<file path="config.mk">
export PLATFORM = sky130hd
export DESIGN_NAME = shl_seq
export DESIGN_NICKNAME = d
export VERILOG_FILES = /design/src/rtl/shl_seq.sv
export SDC_FILE = /design/constraint.sdc
export NUM_CORES = 1
export LEC_CHECK = 0
export ABC_AREA = 1
export BUFFER_PORTS_ARGS = -buffer_cell sky130_fd_sc_hd__clkbuf_2
export CORE_UTILIZATION = 53
export CTS_CLUSTER_SIZE = 20
export DETAILED_ROUTE_END_ITERATION = 16
export GPL_ROUTABILITY_DRIVEN = 0
export PLACE_DENSITY = 0.86
export SLEW_MARGIN = 20
export SYNTH_ARGS = -nofsm -noshare
export SYNTH_HDL_FRONTEND = slang
export SYNTH_SLANG_ARGS = --single-unit
</file>
<file path="constraint.sdc">
create_clock -name Clk -period 1.7 [get_ports Clk]
set_clock_uncertainty 0.15 [all_clocks]
set_input_delay 0.085 -clock Clk [delete_from_list [all_inputs] [get_ports Clk]]
set_output_delay 0.085 -clock Clk [all_outputs]
set_load 0.05 [all_outputs]
</file>
<file path="src/rtl/shl_seq.sv">
// shl_seq: sequential logical left shifter.
// Captures an operand and shift amount on an accepted start, shifts the
// working register one position per clock, then publishes the result on d
// with a one-cycle done pulse. All outputs come straight from flops.
module shl_seq #(
    parameter int DATAWIDTH = 16,
    parameter int SHWIDTH   = 4
) (
    input  logic                 Clk,
    input  logic                 Rst,
    input  logic                 start,
    input  logic [DATAWIDTH-1:0] a,
    input  logic [SHWIDTH-1:0]   sh_amt,
    output logic                 busy,
    output logic                 done,
    output logic [DATAWIDTH-1:0] d
);

    typedef enum logic [0:0] {
        IDLE  = 1'b0,
        SHIFT = 1'b1
    } state_t;

    state_t               state;
    state_t               state_next;
    logic [DATAWIDTH-1:0] work;
    logic [SHWIDTH-1:0]   cnt;

    // State register; reset aborts any operation in flight.
    // NOTE: sequential state uses non-blocking assignments so every flop
    // samples pre-edge values regardless of statement order.
    always_ff @(posedge Clk or negedge Rst) begin
        if (!Rst) begin
            state <= IDLE;
        end else begin
            state <= state_next;
        end
    end

    // Next-state decode: IDLE accepts start, SHIFT finishes when cnt hits 0.
    // NOTE: the default assignment first means every path drives state_next,
    // so no latch is inferred.
    always_comb begin
        state_next = state;
        case (state)
            IDLE:    if (start)       state_next = SHIFT;
            SHIFT:   if (cnt == '0)   state_next = IDLE;
            default:                  state_next = IDLE;
        endcase
    end

    // Output decode: busy is a pure function of the state flop.
    always_comb begin
        busy = (state == SHIFT);
    end

    // Datapath: operand capture, one-bit shift per cycle, result publish.
    // Amounts of DATAWIDTH or more need no special case: the register
    // drains to zero after DATAWIDTH shifts and the count still runs out.
    always_ff @(posedge Clk or negedge Rst) begin
        if (!Rst) begin
            work <= '0;
            cnt  <= '0;
            d    <= '0;
            done <= 1'b0;
        end else begin
            done <= 1'b0;
            case (state)
                IDLE: begin
                    if (start) begin
                        work <= a;
                        cnt  <= sh_amt;
                    end
                end
                SHIFT: begin
                    if (cnt != '0) begin
                        work <= {work[DATAWIDTH-2:0], 1'b0};
                        cnt  <= cnt - 1'b1;
                    end else begin
                        d    <= work;
                        done <= 1'b1;
                    end
                end
                default: ;
            endcase
        end
    end

endmodule

</file>
==> metrics.md <==
| Metric | Value |
|---|---|
| Post-route DRC | `0` |
| Worst Setup Path Type | `register to register` |
| Number of synthesized flops with an enable pin | `0` |
| Maximum fanout along the worst path | `15` |
| Die W | `approximately 60 um` |
| Worst rel slew slack | `between 60 and 70%` |
| Most common cell in the netlist | `nand2_1` |
| CTS tree | `done` |
| FILL cells | `roughly 260` |
| Synth Cell Area | `around 0.0018 sq mm` |
| I/O Pins | `41` |
| Detail-routed net length per standard cell | `~12 um` |
| Vias in the first global route | `between 1000 and 1500` |
| Nets | `~300` |
| Clock Pin Slew Worst Setup and Hold Paths | `about 0.10 ns` |
| Arr. time, crit path | `1.70 ns` |
| Top post-synthesis cells by count | `nand2_1, dfrtp_1, o21ai_0` |
| Fin. max-slew vios | `0` |
| Row count | `20` |
| Worst Setup Start Kind | `register` |
| Final wirelength | `roughly 3600 um` |
| Post-CTS Setup Inserts | `0` |
| Ratio of cells with drive above 1 in the final layout | `about a third` |
| CTS Sinks | `38` |
| Post-synthesis sequential area ratio | `about 52%` |
| Placed cells | `about 290` |
| Crit. End Element | `register` |
| Total of warnings raised by yosys | `0` |
| Layout Cells excl Fill | `310` |
| Worst-skew pair later-pin latency | `~0.33 ns` |
| Cells after Synth | `203` |
| HP Class | `input port to register` |
| Data required, critical path | `roughly 1.8 ns` |
| Hold Vio Cnt, Final | `0` |
| MaxCap Viol Count | `0` |
| Top sig layer | `met4` |
| M1 WL | `between 1500 and 2000 um` |
| RR Startpoint | `cnt[1]` |
| RSZ-0062 raised after global routing | `no` |
| Yosys reg bits | `38` |
| Syn avg cell area | `8.92 sq um` |
| Area Overhead vs Synth | `27.6%` |
| Synth top area share | `between 50% and 60%` |
| Die area | `about 0.0037 sq mm` |
| Via density per instance | `approximately 4.7` |
| Ys async rst share | `100%` |
| Starting Density | `between 50 and 60%` |
| Core region area | `~0.0032 sq mm` |
| Final min period | `about 1.6 ns` |
| Reg2Reg Capture Point | `work[13]` |
| Worst Tran Pin Value | `about 0.47 ns` |
| Largest net degree at the start of global routing | `39` |
| Total vias in the final route | `1466` |
| Hold Path End | `work[15]` |
| Initial antenna violation count | `0` |
| Clock buffer count from CTS | `5` |
| Ranking of synthesized cells by area | `dfrtp_1, nand2_1, o21ai_2` |
| Initial DRC count | `53` |
| Antenna Violating Nets Remaining | `0` |
| Total iterations of the first detailed-routing run | `4` |
| Pwr dens | `roughly 1900 mW/mm^2` |
| First-pass GRT wire length | `a little under 6000 um` |
| Met2 wire length | `1780 um` |
| Final period utilization | `92.7%` |
| Gr ovfl total | `0` |
| Flop-to-flop setup slack | `between 0.1 and 0.15 ns` |
| Root Buffer | `clkbuf_4` |
| ANT cells | `0` |
| Dominant synthesized flop cell | `dfrtp_1` |
| HP Start | `a[15]` |
| WHS Path Cells | `4` |
| Setup TNS | `0 ns` |
| Port bufs | `40` |
| GRT Total Usage | `roughly 22%` |
| H-tree Lvls | `2` |
| Fmax | `0.635 GHz` |
| Die Ht | `between 60 and 70 um` |
| Max rail drop VDD | `between 1000 and 1500 uV` |
| Netlist cell types | `22` |
| Status | `completed` |
| Post-synth net total | `roughly 230` |
| Leak Pwr | `between 0.001 and 0.0015 uW` |
| Routed length on met3 | `roughly 170 um` |
| DP HPWL | `approximately 2400 um` |
| Synth area leader | `dfrtp_1` |
| Register-to-Register Path Depth | `9` |
| Maximum clock path buffer count | `2` |
| Setup violators final | `0` |
[power breakdown]
| group | internal, uW | switching [uW] |
|---|---|---|
| sequential | 1330 | 280 |
| clock | 186 | 270 |
| combinational | 796 | 1550 |
[critical path, cell delays in order, from the launching register on]
cell and delay, ns:
dfrtp_1 0.40, inv_1 0.08, ha_1 0.17, inv_1 0.05, nor2_1 0.16, nand2_4 0.10, nand2_8 0.12, buf_12 0.16
nand2_1 0.07, o21ai_2 0.05
[sequential cells by signal (all words and copies together), names as in the netlist]
| name | count |
|---|---|
| d | 16 |
| work | 16 |
| cnt | 4 |
| busy | 1 |
| done | 1 |
[worst max-delay path by stage]
stage,start,to
after floorplan,busy,work[12]
after global placement,cnt[1],work[13]
after detailed placement,cnt[1],work[9]
after CTS,cnt[1],work[13]
after global routing,cnt[1],work[9]
final,cnt[1],work[13]
[cells by family after synthesis]
kind of cell / synth area share (%)
simple gates: 24.4
buf+inv: 7.67
compound gates: 14.0
fa+ha+maj: 1.38
flops: 52.5
[layer usage]
metal | vias to the layer above | track usage (%)
li1 | 758 | -
met1 | 663 | 25.0
met2 | 40 | 40.3
met3 | 5 | 7.25
met4 | 0 | 6.82
met5 | - | 0
[what timing repair did]
| item | in CTS | in global routing |
|---|---|---|
| resized for setup | 0 | 1 |
| endpoints found under the setup margin | 0 | 7 |
| hold buffers | 18 | 0 |
| hold endpoints to repair | 55 | 0 |
[metrics by stage]
| step | instance area, sq um | hold WS (ns) | utilization, % | power (uW) | worst slack [ns] |
|---|---|---|---|---|---|
| 2_1_floorplan | 1810 | -0.361 | - | 3420 | 0.0930 |
| 3_3_place_gp | 2070 | 0.00871 | 65.7 | 3860 | 0.178 |
| 3_5_place_dp | 2070 | 0.00934 | 65.7 | 3930 | 0.123 |
| 4_1_cts | 2300 | 0.00555 | 73.1 | 4430 | 0.0680 |
| 5_1_grt | 2310 | 0.0179 | 73.3 | 4780 | 0.0242 |
| 6_report | 2310 | 0.00848 | 73.3 | 4410 | 0.124 |
[cells in the final DEF (no fill, tap or decap), types with 5 or more instances in the layout]
master / synthesis / routed
buf_4: 1 / 7
clkbuf_2: 1 / 40
clkbuf_4: 0 / 5
dfrtp_1: 38 / 38
dlygate4sd3_1: 0 / 18
inv_1: 11 / 11
nand2_1: 73 / 73
o21ai_0: 19 / 19
o21ai_1: 9 / 9
o21ai_2: 13 / 13
or2_2: 6 / 6
[area by class of cell]
cell class	count	area (sq um)	area share, %
clock buffer	6	51.3	2.22
inverter	13	51.3	2.22
multi-input combinational	142	731	31.6
sequential	38	951	41.1
tap	44	55.1	2.38
timing repair buffer	67	473	20.5
(Power assumes the default switching activity.)
